### config.mk
export PLATFORM = sky130hd
export DESIGN_NAME = draw_rct_img
export DESIGN_NICKNAME = d
export VERILOG_FILES = /design/src/rtl/vga_pkg.sv /design/src/rtl/delay.sv /design/src/rtl/draw_rct_img.sv
export SDC_FILE = /design/constraint.sdc
export NUM_CORES = 1
export LEC_CHECK = 0
export ABC_CLOCK_PERIOD_IN_PS = 3100
export BUFFER_PORTS_ARGS = -buffer_cell sky130_fd_sc_hd__buf_2
export CORE_ASPECT_RATIO = 0.8
export CORE_UTILIZATION = 49
export DETAILED_ROUTE_END_ITERATION = 16
export PLACE_DENSITY = 0.86
export REMOVE_ABC_BUFFERS = 1
export SKIP_LAST_GASP = 1
export SYNTH_ARGS = -nofsm -noshare
export SYNTH_HDL_FRONTEND = slang
export SYNTH_HIERARCHICAL = 1
export SYNTH_SLANG_ARGS = --single-unit
### constraint.sdc
create_clock -name clk -period 3.1 [get_ports clk]
set_clock_uncertainty 0.2 [all_clocks]
set_input_delay 0.31 -clock clk [delete_from_list [all_inputs] [get_ports clk]]
set_output_delay 0.31 -clock clk [all_outputs]
set_load 0.05 [all_outputs]
### src/rtl/vga_pkg.sv
// Shared VGA timing constants, the rgb type and the timing bundle that travels
// with each pixel through the overlay pipeline.
package vga_pkg;

  localparam int unsigned H_ACTIVE = 800;
  localparam int unsigned V_ACTIVE = 600;
  localparam int unsigned RCT_W    = 48;
  localparam int unsigned RCT_H    = 64;
  localparam int unsigned RGB_W    = 12;
  localparam int unsigned CNT_W    = 11;
  localparam int unsigned POS_W    = 12;
  localparam int unsigned ADDR_W   = 12;

  typedef logic [RGB_W-1:0] rgb_t;

  localparam rgb_t TRANSP_KEY = 12'hF0F;

  typedef struct packed {
    logic [CNT_W-1:0] hcount;
    logic             hsync;
    logic             hblnk;
    logic [CNT_W-1:0] vcount;
    logic             vsync;
    logic             vblnk;
    rgb_t             rgb;
  } vga_bus_t;

  // Saturate a position so the whole sprite stays on screen.
  function automatic logic [POS_W-1:0] clamp(input logic [POS_W-1:0] v,
                                             input logic [POS_W-1:0] lim);
    return (v > lim) ? lim : v;
  endfunction

endpackage

### src/rtl/delay.sv
// Generic CLK_DEL-stage register line with asynchronous active-high reset.
module delay #(
  parameter int unsigned WIDTH   = 1,
  parameter int unsigned CLK_DEL = 1
) (
  input  logic             clk,
  input  logic             rst,
  input  logic [WIDTH-1:0] din,
  output logic [WIDTH-1:0] dout
);

  logic [WIDTH-1:0] pipe [CLK_DEL];

  always_ff @(posedge clk or posedge rst) begin
    if (rst) begin
      for (int unsigned i = 0; i < CLK_DEL; i++) pipe[i] <= '0;
    end else begin
      pipe[0] <= din;
      for (int unsigned i = 1; i < CLK_DEL; i++) pipe[i] <= pipe[i-1];
    end
  end

  assign dout = pipe[CLK_DEL-1];

endmodule

### src/rtl/draw_rct_img.sv
// Overlays a ROM-backed sprite onto the VGA stream; positions are latched once
// per frame at vblank start, and every output trails its input by 3 clocks.
module draw_rct_img
  import vga_pkg::*;
(
  input  logic              clk,
  input  logic              rst,
  input  logic [POS_W-1:0]  xpos,
  input  logic [POS_W-1:0]  ypos,
  input  logic [CNT_W-1:0]  hcount_in,
  input  logic              hsync_in,
  input  logic              hblnk_in,
  input  logic [CNT_W-1:0]  vcount_in,
  input  logic              vsync_in,
  input  logic              vblnk_in,
  input  logic [RGB_W-1:0]  rgb_in,
  output logic [ADDR_W-1:0] pixel_addr,
  input  logic [RGB_W-1:0]  rgb_pixel,
  output logic [CNT_W-1:0]  hcount_out,
  output logic              hsync_out,
  output logic              hblnk_out,
  output logic [CNT_W-1:0]  vcount_out,
  output logic              vsync_out,
  output logic              vblnk_out,
  output logic [RGB_W-1:0]  rgb_out
);

  localparam logic [POS_W-1:0] X_MAX = POS_W'(H_ACTIVE - RCT_W);
  localparam logic [POS_W-1:0] Y_MAX = POS_W'(V_ACTIVE - RCT_H);
  localparam logic [POS_W-1:0] W_M1  = POS_W'(RCT_W - 1);
  localparam logic [POS_W-1:0] H_M1  = POS_W'(RCT_H - 1);

  vga_bus_t               bus_in;
  vga_bus_t               bus_d2;
  logic                   vblnk_prev;
  logic [POS_W-1:0]       x_lat;
  logic [POS_W-1:0]       y_lat;
  logic [POS_W-1:0]       h_ext;
  logic [POS_W-1:0]       v_ext;
  logic [POS_W-1:0]       dx;
  logic [POS_W-1:0]       dy;
  logic                   hit;
  logic [ADDR_W-1:0]      addr_nxt;
  logic                   inside_d1;
  logic                   inside_d2;

  assign bus_in = '{hcount: hcount_in, hsync: hsync_in, hblnk: hblnk_in,
                    vcount: vcount_in, vsync: vsync_in, vblnk: vblnk_in,
                    rgb: rgb_in};

  // Timing and background colour ride alongside the address/ROM stages.
  delay #(
    .WIDTH   ($bits(vga_bus_t)),
    .CLK_DEL (2)
  ) u_delay (
    .clk  (clk),
    .rst  (rst),
    .din  (bus_in),
    .dout (bus_d2)
  );

  // Sample positions only on the rising edge of vblank so a frame never tears.
  always_ff @(posedge clk or posedge rst) begin
    if (rst) begin
      vblnk_prev <= 1'b0;
      x_lat      <= '0;
      y_lat      <= '0;
    end else begin
      vblnk_prev <= vblnk_in;
      if (vblnk_in && !vblnk_prev) begin
        x_lat <= clamp(xpos, X_MAX);
        y_lat <= clamp(ypos, Y_MAX);
      end
    end
  end

  always_comb begin
    h_ext    = POS_W'(hcount_in);
    v_ext    = POS_W'(vcount_in);
    dx       = h_ext - x_lat;
    dy       = v_ext - y_lat;
    hit      = !hblnk_in && !vblnk_in &&
               (h_ext >= x_lat) && (h_ext <= x_lat + W_M1) &&
               (v_ext >= y_lat) && (v_ext <= y_lat + H_M1);
    addr_nxt = hit ? {dy[5:0], dx[5:0]} : '0;
  end

  // S1 address, S2 ROM access, S3 composite.
  always_ff @(posedge clk or posedge rst) begin
    if (rst) begin
      pixel_addr <= '0;
      inside_d1  <= 1'b0;
      inside_d2  <= 1'b0;
      hcount_out <= '0;
      hsync_out  <= 1'b0;
      hblnk_out  <= 1'b0;
      vcount_out <= '0;
      vsync_out  <= 1'b0;
      vblnk_out  <= 1'b0;
      rgb_out    <= '0;
    end else begin
      pixel_addr <= addr_nxt;
      inside_d1  <= hit;
      inside_d2  <= inside_d1;
      hcount_out <= bus_d2.hcount;
      hsync_out  <= bus_d2.hsync;
      hblnk_out  <= bus_d2.hblnk;
      vcount_out <= bus_d2.vcount;
      vsync_out  <= bus_d2.vsync;
      vblnk_out  <= bus_d2.vblnk;
      rgb_out    <= (inside_d2 && (rgb_pixel != TRANSP_KEY)) ? rgb_pixel : bus_d2.rgb;
    end
  end

endmodule

* Yosys cells after proc, flatten, opt, wreduce, memory -nomap -nowiden
Cells that the tools add are included.
** Word-level totals
- Register bits :: 153
- Logic and storage cells :: 40
- Bits of input ports :: 76
- Output and inout port bits :: 50
** Cells by class
- Muxes and demuxes :: 4
- Order comparisons :: 6
- Equality and inequality tests :: 1
- Add/sub/neg operators :: 4
- Reduce and logical (&&, ||, !) cells :: 10
** Operators by type and width (count)
- $mux 12 :: 4
- $add 12x6->12 const B :: 2
- $ge 11x12->1 :: 2
- $gt 12x10->1 const B :: 2
- $le 11x12->1 :: 2
- $ne 12x12->1 const B :: 1
- $sub 6x6->6 :: 2
- $logic_and 1x1->1 :: 7
- $logic_not 1->1 :: 3

* Logic depth before layout (Yosys ltp)
- Depth in word-level cells :: 7
- Mapped depth :: 13
- Mapped depth without buffers :: 12

* Hierarchy
Netlist, hierarchy kept.
** Modules (own cells, without submodules)
- draw_rct_img :: times used 1, area an instance 4121.5 µm², cells each 383, seq. area each 1926.8 µm²
- delay :: times used 1, area an instance 2190.9 µm², cells each 115, seq. area each 1901.8 µm²

* Worst setup path after synthesis
OpenSTA, ideal clock, no wires.
- Path type :: reg-to-reg
- Start point :: reg x_lat[1]
- End point :: reg pixel_addr[11]
- Slack :: 145 ps
- Stages on the path, launching flop included :: 14
- Data arrival time :: 2633 ps
- Path buffers :: 1
- Clock period less this slack :: 2955 ps
- Required time :: 2778 ps
- Setup time :: 122 ps
- Cells stage by stage :: dfrtp_1 > inv_1 > ha_1 > nand3_1 > a21oi_1 > nor2_1 > xnor2_1 > ha_1 > nand3_1 > a2111oi_1 > nor3_1 > nor3_2 > buf_4 > nor3_1
** On the way
- Cells in the longest elaborated chain, start to end :: 6
- Elaborated cells on any way between the ends :: 8
- Classes of those cells :: add/sub: 1; order compare: 2; mux: 1; reduce/logical: 4
** RTL lines
- from (decl) :: RTL line draw_rct_img.sv:36 : logic [POS_W-1:0] x_lat;
- from (signal assigned) :: RTL line draw_rct_img.sv:71 : x_lat <= clamp(xpos, X_MAX);
- $add 12x6->12 / $ge 11x12->1 (equally long branches) :: RTL line draw_rct_img.sv:83 : (h_ext >= x_lat) && (h_ext <= x_lat + W_M1) &&
- $le 11x12->1 / $logic_and 1x1->1 (equally long branches) :: RTL line draw_rct_img.sv:83, draw_rct_img.sv:82
- $logic_and 1x1->1 (*) (2 in a row) :: RTL line draw_rct_img.sv:83
- $logic_and 1x1->1 (*) :: RTL line draw_rct_img.sv:84 : (v_ext >= y_lat) && (v_ext <= y_lat + H_M1);
- $mux 12 (*) :: RTL line draw_rct_img.sv:85 : addr_nxt = hit ? {dy[5:0], dx[5:0]} : '0;
- net addr_nxt[11] :: RTL line draw_rct_img.sv:43 : logic [ADDR_W-1:0] addr_nxt;
- to (signal assigned) :: RTL line draw_rct_img.sv:102 : pixel_addr <= addr_nxt;
- to (decl) :: RTL line draw_rct_img.sv:17 : output logic [ADDR_W-1:0] pixel_addr,
The timed path passes the listed nets; every way through them passes the cells marked *.
A chain may end at the register's enable or synchronous reset.

* Worst setup path in the final report
- Start point :: in hcount_in[0]
- End point :: reg pixel_addr[8]
** On the way
- Cells in the longest elaborated chain, start to end :: 6
- Elaborated cells on any way between the ends :: 7
- Classes of those cells :: order compare: 2; mux: 1; reduce/logical: 4
** RTL lines
- from (decl) :: RTL line draw_rct_img.sv:10 : input logic [CNT_W-1:0] hcount_in,
- $ge 11x12->1 :: RTL line draw_rct_img.sv:83
- $logic_and 1x1->1 :: RTL line draw_rct_img.sv:82 : hit = !hblnk_in && !vblnk_in &&
- $logic_and 1x1->1 (*) (2 in a row) :: RTL line draw_rct_img.sv:83
- $logic_and 1x1->1 (*) :: RTL line draw_rct_img.sv:84
- $mux 12 (*) :: RTL line draw_rct_img.sv:85
- net addr_nxt[8] :: RTL line draw_rct_img.sv:43
Marked as above.

==> results.sh <==
export IMPL_outcome="completed"
export IMPL_crit_path_end_kind="flip-flop"
export IMPL_start_util_pct=51.0
export IMPL_min_from="rgb_pixel[8]"
export IMPL_wl_per_cell_um=16.5
export IMPL_r2r_setup_slack_ns=0.16
export IMPL_coreArea_um2=12400
export IMPL_post_route_drc_count=0
export IMPL_cts_buffer_depth=2
export IMPL_reg2reg_to="pixel_addr[1]$_DFF_PP0_"
export IMPL_clk_latency_ns=0.42
export IMPL_synthFlopType="dfrtp_1"
export IMPL_reg2reg_depth=13
export IMPL_first_pass_iters=5
export IMPL_vias=4293
export IMPL_gp_congestion=0.908
export IMPL_fp_row_count=36
export IMPL_whs_path_depth=3
export IMPL_grt_pass1_wl_mm=22.8
export IMPL_nNetsFinal=802
export IMPL_slowest_stage="dlygate4sd3_1"
export IMPL_drt_initial_drc_count=193
export IMPL_vdd_ir_drop_max_uv=405
export IMPL_critPathMaxStageDelay_ns=0.53
export IMPL_cts_buffers=17
export IMPL_grt_ovfl_total=0
export IMPL_total_power_mw=4.76
export IMPL_cts_max_level=4
export IMPL_crit_family="compound AO/OA/AOI/OAI gates"
export IMPL_setup_violations=0
export IMPL_clock_fmax_ghz=0.338
export IMPL_crit_fanout=13
export IMPL_yosysWarningCount=6
export IMPL_critical_path_class="in -> reg"
export IMPL_track_usage_pct=22.8
export IMPL_crit_top_cell="inv_1"
export IMPL_fp_dieH_um=104
export IMPL_cap_violations=0
export IMPL_cp_num_buf_inv=5
export IMPL_fp_dieW_um=129
export IMPL_syn_area_um2=6310
export IMPL_hold_class="in -> reg"
export IMPL_fillCellCount=884
export IMPL_dp_hpwl_mm=9.63
export IMPL_hold_viol=0
export IMPL_synth_edf_count=0
export IMPL_die_area_um2=13300
export IMPL_rsz0062_at_grt="false"
export IMPL_tritoncts="yes"
export IMPL_wirelength_mm=14.3
export IMPL_cts_sinks=153
export IMPL_min_to="rgb_out[8]$_DFF_PP0_"
export IMPL_ys_seq_area_share_pct=60.7
export IMPL_synth_cell_type_count=42
export IMPL_drive_above_1_share_pct=28.8
export IMPL_tightestPinTransition_ns=0.935
export IMPL_io_buffers=125
export IMPL_syn_inst=498
export IMPL_period_minus_slack_ns=2.96
export IMPL_grt_pass1_vias=4640
export IMPL_required_ns=3.20
export IMPL_grt_antenna_before_repair=0
export IMPL_drtAntennaViolNets=0
export IMPL_fin_crit_sh_pct=95.4
export IMPL_grt_max_degree=77
export IMPL_postSynthRegisterBits=153
export IMPL_reg2reg_from="x_lat[0]$_DFFE_PP0P_"
export IMPL_powerDensity_nw_per_um2=575
export IMPL_async_reset_ff_share_pct=100
export IMPL_maxSlewViolCount=0
export IMPL_cp_start_kind="input pin"
export IMPL_avgViaCountPerCell=4.98
export IMPL_utilization_pct=66.8
export IMPL_cts_root_buf="clkbuf_16"
export IMPL_area_growth_syn_to_layout_pct=31.0
export IMPL_clkTransAtPathRegs_ns=0.06
export IMPL_path_cells="dlygate4sd3_1, buf_2, inv_1, ha_1, inv_1, fa_1, a21o_1, a21oi_1, a31oi_1, a2111oi_0, a211o_2, buf_12, nor3_2"
export IMPL_avgSynthCellArea_um2=12.7
export IMPL_antenna_cells=0
export IMPL_power_leakage_nw=3.85
export IMPL_io_pins=126
export IMPL_cp_arrival_ns=3.06
export IMPL_maxSlewHeadroom_pct=37.7
[tightest hold or removal path, delay by kind of cell]
family	cells	cell delay, ns
and+or+nand+nor	1	0.05
buffers and inverters	1	0.10
AOI/OAI and AO/OA	1	0.12
[cell usage after synthesis, types with 2 or more instances]
master	count	area share, %
nor3_1	12	0.95
nand4_1	8	0.79
nor2_1	15	0.89
a211o_1	2	0.28
nand4b_1	3	0.42
xnor2_1	20	2.8
nand2_1	35	2.1
dfrtp_1	153	61
mux2_2	7	1.2
clkbuf_1	2	0.12
o21bai_1	2	0.24
nand3_1	5	0.40
a31oi_1	4	0.40
a22oi_1	3	0.36
inv_1	32	1.9
a21oi_1	26	2.1
and2_1	3	0.30
ha_1	46	9.1
nand2b_1	2	0.20
a211oi_2	2	0.40
nor3_2	7	1.1
nor3b_2	4	0.79
nor4_1	6	0.59
buf_4	39	4.6
xor2_1	5	0.69
o211ai_1	5	0.59
nor2b_1	7	0.69
o21ai_0	22	1.7
a21o_1	4	0.48
fa_1	2	0.63
o21a_1	4	0.48
[repair_timing]
item / CTS / global route
pin swaps: 0 / 6
hold endpoints to repair: 107 / 0
gates cloned: 0 / 1
gates resized for setup: 2 / 15
setup endpoints to repair: 13 / 13
buffers inserted: 0 / 3
hold buffers: 70 / 0
[layout by cell type, fill, tap and decap left out, types with 8 or more instances in the layout]
master | netlist | routed
a21oi_1 | 26 | 25
dlygate4sd3_1 | 0 | 70
buf_2 | 1 | 125
nand2_1 | 35 | 35
inv_1 | 32 | 29
xnor2_1 | 20 | 20
nor2_1 | 15 | 15
nor3_2 | 7 | 9
nand4_1 | 8 | 8
nor3_1 | 12 | 10
o21ai_0 | 22 | 22
clkbuf_16 | 0 | 17
ha_1 | 46 | 45
dfrtp_1 | 153 | 153
[metal layers]
layer	global-route usage [%]	up-vias	part of all wire, %
li1	-	2036	-
met1	28.4	2098	44
met4	8.15	0	1.7
met5	0	-	0
met2	37.5	143	48
met3	6.77	16	6.3
[stage by stage]
stage	setup TNS (ns)	setup slack, ns	cells	hold slack [ns]	instance area, µm²
final	0	0.144	862	0.0135	8270
after global routing	0	0.00415	862	0.0177	8270
after CTS	0	0.0201	858	0.00576	8150
after detailed placement	-0.0158	-0.00719	756	0.135	6890
after global placement	0	0.134	756	0.132	6890
after floorplan	-0.885	-0.0805	455	0.131	6000
[flip-flops by register name, indices dropped and copies added, names as in the netlist, 11 cells and up]
name and count:
x_lat 12, hcount_out 11, y_lat 12, rgb_out 12, u_delay/dout 38, vcount_out 11
pixel_addr 12, u_delay/pipe 38
[cell families (layout without fill, tap and decap cells)]
group,count (synthesis),after routing,synth area share (%)
xor gates and xnor gates,25,25,3.47
DFF,153,153,60.7
adders and majority gates,48,48,9.75
muxes,7,7,1.25
and+or+nand+nor,110,110,9.77
AOI/OAI and AO/OA,80,80,8.19
buffers and inverters,75,268,6.92
[cell type report]
cell class                 instances  area, µm²  share of cell area [%]
multi-input combinational        270       2130                    25.8
inverter                          32        121                    1.47
tap                              171        214                    2.59
clock inverter                    13        108                    1.30
sequential                       153       3830                    46.3
clock buffer                      19        443                    5.36
timing repair buffer             204       1420                    17.2
[where the power goes]
part | internal, mW | leakage [nW] | switching (mW) | total, mW
clock network | 1.06 | 0.259 | 0.845 | 1.91
registers | 2.09 | 1.83 | 0.0393 | 2.13
logic | 0.285 | 1.76 | 0.433 | 0.718
total | 3.44 | 3.85 | 1.32 | 4.76
[how the worst max path moves through the flow]
stage,start,endpoint,slack [ns],cells after the start
after floorplan,x_lat[1]$_DFFE_PP0P_,pixel_addr[11]$_DFF_PP0_,-0.08,12
after global placement,y_lat[2]$_DFFE_PP0P_,pixel_addr[11]$_DFF_PP0_,0.13,10
after detailed placement,x_lat[0]$_DFFE_PP0P_,pixel_addr[11]$_DFF_PP0_,-0.007,13
after CTS,y_lat[2]$_DFFE_PP0P_,pixel_addr[8]$_DFF_PP0_,0.02,10
after global routing,x_lat[0]$_DFFE_PP0P_,pixel_addr[5]$_DFF_PP0_,0.004,13
final,hcount_in[0],pixel_addr[8]$_DFF_PP0_,0.14,13
No activity file was read; power rests on OpenSTA's default activity.
